===== src/rtl/rom_read_arbiter.sv =====
// rom_read_arbiter: shares one single-port synchronous ROM between two read requesters.
//   Port 0 is the LCD pixel fetcher, port 1 the CPU/bus read path. One ROM access is
//   granted per cycle; each result returns to its owner through a 2-entry response FIFO.
// Ports:
//   clk, rst_n                         clock, asynchronous active-low reset
//   pN_req_valid/addr/ready            request handshake for port N (0 or 1)
//   pN_rsp_valid/data/ready            response handshake for port N
//   rom_addr, rom_data                 ROM address out, ROM data in (one cycle later)
// Configuration:
//   ROM_ARB_P0_PRIORITY_EN             defined: strict priority to port 0;
//                                      undefined: round-robin between the ports.
module rom_read_arbiter #(
    parameter int ADDR_WIDTH = 8,
    parameter int DATA_WIDTH = 16
) (
    input  logic                  clk,
    input  logic                  rst_n,
    input  logic                  p0_req_valid,
    input  logic [ADDR_WIDTH-1:0] p0_req_addr,
    output logic                  p0_req_ready,
    output logic                  p0_rsp_valid,
    output logic [DATA_WIDTH-1:0] p0_rsp_data,
    input  logic                  p0_rsp_ready,
    input  logic                  p1_req_valid,
    input  logic [ADDR_WIDTH-1:0] p1_req_addr,
    output logic                  p1_req_ready,
    output logic                  p1_rsp_valid,
    output logic [DATA_WIDTH-1:0] p1_rsp_data,
    input  logic                  p1_rsp_ready,
    output logic [ADDR_WIDTH-1:0] rom_addr,
    input  logic [DATA_WIDTH-1:0] rom_data
);
    logic [1:0]            req_v, rsp_rdy, rsp_v, pop, elig, gnt;
    logic [DATA_WIDTH-1:0] head [2];
    logic                  infl_q, infl_id_q;
    logic [ADDR_WIDTH-1:0] addr_q;

    assign req_v   = {p1_req_valid, p0_req_valid};
    assign rsp_rdy = {p1_rsp_ready, p0_rsp_ready};

    for (genvar i = 0; i < 2; i++) begin : g_port
        logic [1:0]            cnt_q;
        logic [DATA_WIDTH-1:0] e0_q, e1_q;
        logic                  push;
        // the read issued last cycle belongs to this port: its data is on rom_data now
        assign push    = infl_q && (infl_id_q == (i != 0));
        assign rsp_v[i] = cnt_q != 2'd0;
        assign pop[i]  = rsp_v[i] && rsp_rdy[i];
        // a new grant must still fit once the in-flight read lands
        assign elig[i] = req_v[i] && (({1'b0, cnt_q} + {2'b0, push} - {2'b0, pop[i]}) <= 3'd1);
        assign head[i] = e0_q;
        // e0_q is the head; e1_q only holds data while two entries are queued
        always_ff @(posedge clk or negedge rst_n) begin
            if (!rst_n) begin
                cnt_q <= '0;
                e0_q  <= '0;
                e1_q  <= '0;
            end else if (push && pop[i]) begin
                if (cnt_q == 2'd2) begin
                    e0_q <= e1_q;
                    e1_q <= rom_data;
                end else begin
                    e0_q <= rom_data;
                end
            end else if (pop[i]) begin
                e0_q  <= e1_q;
                cnt_q <= cnt_q - 2'd1;
            end else if (push) begin
                if (cnt_q == 2'd0) e0_q <= rom_data;
                else e1_q <= rom_data;
                cnt_q <= cnt_q + 2'd1;
            end
        end
    end

`ifdef ROM_ARB_P0_PRIORITY_EN
    assign gnt = {elig[1] && !elig[0], elig[0]};
`else
    logic ptr_q;
    // ptr_q=1 favours port 1; it points away from whichever port was granted last
    assign gnt = (&elig) ? (ptr_q ? 2'b10 : 2'b01) : elig;
    always_ff @(posedge clk or negedge rst_n) begin
        if (!rst_n) ptr_q <= 1'b0;
        else if (|gnt) ptr_q <= gnt[0];
    end
`endif

    assign p0_req_ready = gnt[0];
    assign p1_req_ready = gnt[1];
    assign p0_rsp_valid = rsp_v[0];
    assign p1_rsp_valid = rsp_v[1];
    assign p0_rsp_data  = head[0];
    assign p1_rsp_data  = head[1];
    // holding the last address keeps rom_data stable in idle cycles
    assign rom_addr = gnt[0] ? p0_req_addr : gnt[1] ? p1_req_addr : addr_q;

    always_ff @(posedge clk or negedge rst_n) begin
        if (!rst_n) begin
            infl_q    <= 1'b0;
            infl_id_q <= 1'b0;
            addr_q    <= '0;
        end else begin
            infl_q <= |gnt;
            if (|gnt) infl_id_q <= gnt[1];
            addr_q <= rom_addr;
        end
    end
endmodule


===== config.mk =====
export PLATFORM = sky130hd
export DESIGN_NAME = rom_read_arbiter
export DESIGN_NICKNAME = d
export VERILOG_FILES = /design/src/rtl/rom_read_arbiter.sv
export SDC_FILE = /design/constraint.sdc
export NUM_CORES = 1
export LEC_CHECK = 0
export ABC_AREA = 0
export BUFFER_PORTS_ARGS = -buffer_cell sky130_fd_sc_hd__buf_2
export CAP_MARGIN = 20
export CORE_AREA = 2 2 99 101
export DETAILED_ROUTE_END_ITERATION = 8
export DIE_AREA = 0 0 101 103
export GPL_TIMING_DRIVEN = 1
export HOLD_SLACK_MARGIN = 0.15
export PLACE_DENSITY_LB_ADDON = 0.2
export SETUP_SLACK_MARGIN = 0.02
export SLEW_MARGIN = 20
export SYNTH_ARGS = -nofsm -noshare
export SYNTH_HDL_FRONTEND = slang
export SYNTH_SLANG_ARGS = --single-unit

===== constraint.sdc =====
create_clock -name clk -period 2.55 [get_ports clk]
set_input_delay 0.1275 -clock clk [delete_from_list [all_inputs] [get_ports clk]]
set_output_delay 0.1275 -clock clk [all_outputs]
set_load 0.05 [all_outputs]

==> summary.txt <==
Run status
  • Run status: finished with violations
  • Failing checks: negative setup slack

Critical path
  • Worst setup startpoint: g_port[0].cnt_q[0]
  • Top delay family on crit path: adder cells
  • Critical-path maximum fanout: 6
  • CP cell instances: o21ai_2, xnor2_1, ha_2, inv_2, fa_2, xor2_4, nor3_4, buf_6, or3_4, o221a_4, buf_8
  • Setup CP Type: reg -> out
  • Reg-to-reg slack, setup: 0.14 ns
  • CP endpoint kind: output port
  • WP data arrival: 2.81 ns
  • CP Launch Type: flip-flop
  • Data required time of the worst path: 2.42 ns
  • CP max stage delay: 0.40 ns
  • Critical Path Sink: rom_addr[7]
  • Critical-path top delay cell: dfrtp_1
  • R2r worst-path depth: 10
  • Critical path buffer and inverter count: 3
  • R2R Path Start: g_port[0].cnt_q[0]
  • WP depth: 11
  • FF-to-FF End: addr_q[7]

Layout
  • Design area: 5120 µm²
  • Ant. Diodes: 0
  • Multi-input gate area: 1690 µm²
  • Synth-to-layout area growth: 41.7%
  • Register area: 1980 µm²
  • Number of fill cells: 820
  • Final cell count without fillers: 578
  • Nets: 505
  • Final core utilization: 0.542
  • Share of layout cells above drive strength 1: 0.418

Floorplanning
  • Height of the chip: 103 µm
  • Die W: 101 µm
  • Core Region: 9460 µm²
  • Die Area: 10400 µm²
  • FP Rows: 36
  • Ports: 82
  • Initial Utilization: 0.382

Timing
  • Max-slew violations: 0
  • Final Cycle Share: 1.15
  • Slew headroom: 0.642
  • Final setup vio count: 10
  • Max frequency: 0.341 GHz
  • Final Hold Violating Endpoints: 0
  • Slew @ Worst Pin: 0.537 ns
  • Final worst slack: -0.383 ns
  • Worst-case clock skew: 0.0123 ns
  • Period minus WS final: 2.93 ns
  • RSZ-0062 raised after global routing: true

Logic synthesis
  • Synth warn: 0
  • Mean Syn Cell Area: 11.4 µm²
  • Post-synth EDFFs: 0
  • Post-Syn Instances: 317
  • Net Count, Synth: 363
  • Top FF cell, synth: dfrtp_1
  • Post-Synthesis Cell Area: 3610 µm²
  • Synth cell types: 38
  • Seq/Total Area, Yosys: 0.547
  • Yosys reg bits: 79
  • Share of flip-flops with an asynchronous set or reset: 1.00

Worst hold path
  • Worst hold path type: in -> reg
  • Hold Path Depth: 4
  • Critical hold path startpoint: p0_rsp_ready

Place
  • Port bufs: 81
  • Placed Cells: 522
  • DP Area: 4320 µm²
  • Gpl congestion: 0.794
  • DP Wirelength: 5800 µm

Flow run
  • Max-cap violation count: 0

Clock network
  • Root Driver: clkbuf_8
  • Worst-path clk slew: 0.08 ns
  • Clk sink count: 79
  • Clock Tree Buf Depth: 2
  • Num CTS Buffers: 9
  • H-tree lvl count: 3
  • TritonCTS clock tree: yes
  • Worst skew pair latency: 0.36 ns

Drt
  • Wire per inst: 15.0 µm
  • Drt total wl: 8680 µm
  • Remaining DRCs: 0
  • Pre-Repair DR Iteration Count: 4
  • Via/cell ratio: 4.87
  • Post-DRT Antenna Nets: 0
  • Detailed Route Iter0 Violations: 125
  • Routed vias: 2815

Global routing
  • Total GRT Usage: 0.173
  • Number of global-route vias before repair: 2766
  • Largest net degree at the start of global routing: 42
  • Initial antenna violation count: 0
  • GRT Residual Overflow: 0
  • First-pass GRT wire length: 13700 µm
==> cells by family (layout without fill, tap and decap cells) <==
logic type               Yosys count  count (layout)  share of synthesized area
flip-flops                        79              79                      0.547
AND/OR/NAND/NOR                   99              99                      0.124
multiplexers                      48              48                      0.144
XOR/XNOR                           6               6                     0.0145
AO/OA/AOI/OAI                     54              54                      0.100
adder cells (fa/ha/maj)            8               8                     0.0318
buffers and inverters             23             170                     0.0391
==> Yosys cell counts (2+ instances only) <==
master,n,share of area
a21oi_1,20,0.028
a31oi_1,16,0.028
buf_2,4,0.0055
buf_4,7,0.015
clkbuf_1,2,0.0021
dfrtp_1,79,0.55
fa_1,2,0.011
ha_1,6,0.021
inv_1,8,0.0083
mux2_1,2,0.0062
mux2_2,30,0.093
mux2i_1,16,0.044
nand2_1,37,0.038
nand2b_1,2,0.0035
nand3_1,2,0.0028
nor2_1,36,0.037
nor3_1,3,0.0042
o21a_1,2,0.0042
o21ai_0,5,0.0069
o221a_2,8,0.025
or2_2,2,0.0035
or3_1,8,0.014
xnor2_1,5,0.012
==> worst min-delay path by stage <==
stage / endpoint
CTS: addr_q[7]
global route: g_port[0].cnt_q[1]
global placement: addr_q[5]
finish: g_port[0].cnt_q[1]
floorplan: addr_q[0]
detailed placement: addr_q[5]
==> worst reg2reg max path: stages (launching register included) <==
cell	delay, ns
dfrtp_1	0.40
o21ai_2	0.20
xnor2_1	0.16
ha_2	0.22
inv_2	0.04
fa_2	0.38
xor2_4	0.25
nor3_4	0.08
buf_6	0.13
or3_4	0.33
o221a_4	0.13
==> state kept, by name, indices dropped and copies added, names as in the netlist <==
name / flops
g_port.cnt_q: 4
infl_q: 1
p0_rsp_data: 16
infl_id_q: 1
addr_q: 8
g_port.e1_q: 32
p1_rsp_data: 16
ptr_q: 1
==> placed cells by master, fill, tap and decap left out, types with 3 or more instances in the layout <==
cell type,instances
mux2_2,30
or3_4,5
xnor2_1,3
mux2i_1,16
dlygate4sd3_1,36
buf_8,7
buf_4,24
inv_1,5
buf_2,70
buf_6,9
ha_1,5
clkbuf_8,11
nand2_1,35
o21ai_0,4
nor2_1,34
o221a_4,8
a31oi_1,16
a21oi_1,20
dfrtp_1,79
or3_1,3
==> repair_timing <==
item	4_1_cts	5_1_grt
buffers inserted	4	0
setup endpoints to repair	10	11
pin swaps	6	7
cloned	0	0
hold endpoints to repair	112	3
resized for setup	32	27
hold buffers	33	3
==> per-layer routing <==
layer	vias to the layer above	GRT usage	wire, µm
li1	1390	-	-
met1	1362	0.240	4100
met2	55	0.265	4130
met3	8	0.0393	340
met4	0	0.0665	103
met5	-	0	0
==> metrics by stage <==
step,setup TNS (ns),setup WS (ns),hold slack [ns]
floorplan,0,0.0230,-0.168
global placement,-0.923,-0.119,0.152
detailed placement,-1.37,-0.176,0.151
CTS,-3.32,-0.382,0.152
global route,-4.26,-0.485,0.206
finish,-3.20,-0.383,0.195
==> final cells by class <==
type,count,share of cell area
multi-input cells,215,0.330
inverters,8,0.00635
clock buffers,12,0.0303
clock inverters,4,0.00586
flip-flops and latches,79,0.386
well taps,114,0.0278
repair buffers,146,0.214
Power is not shown: default switching activity piles up to over one toggle a cycle in this logic, so the estimate is an artifact.
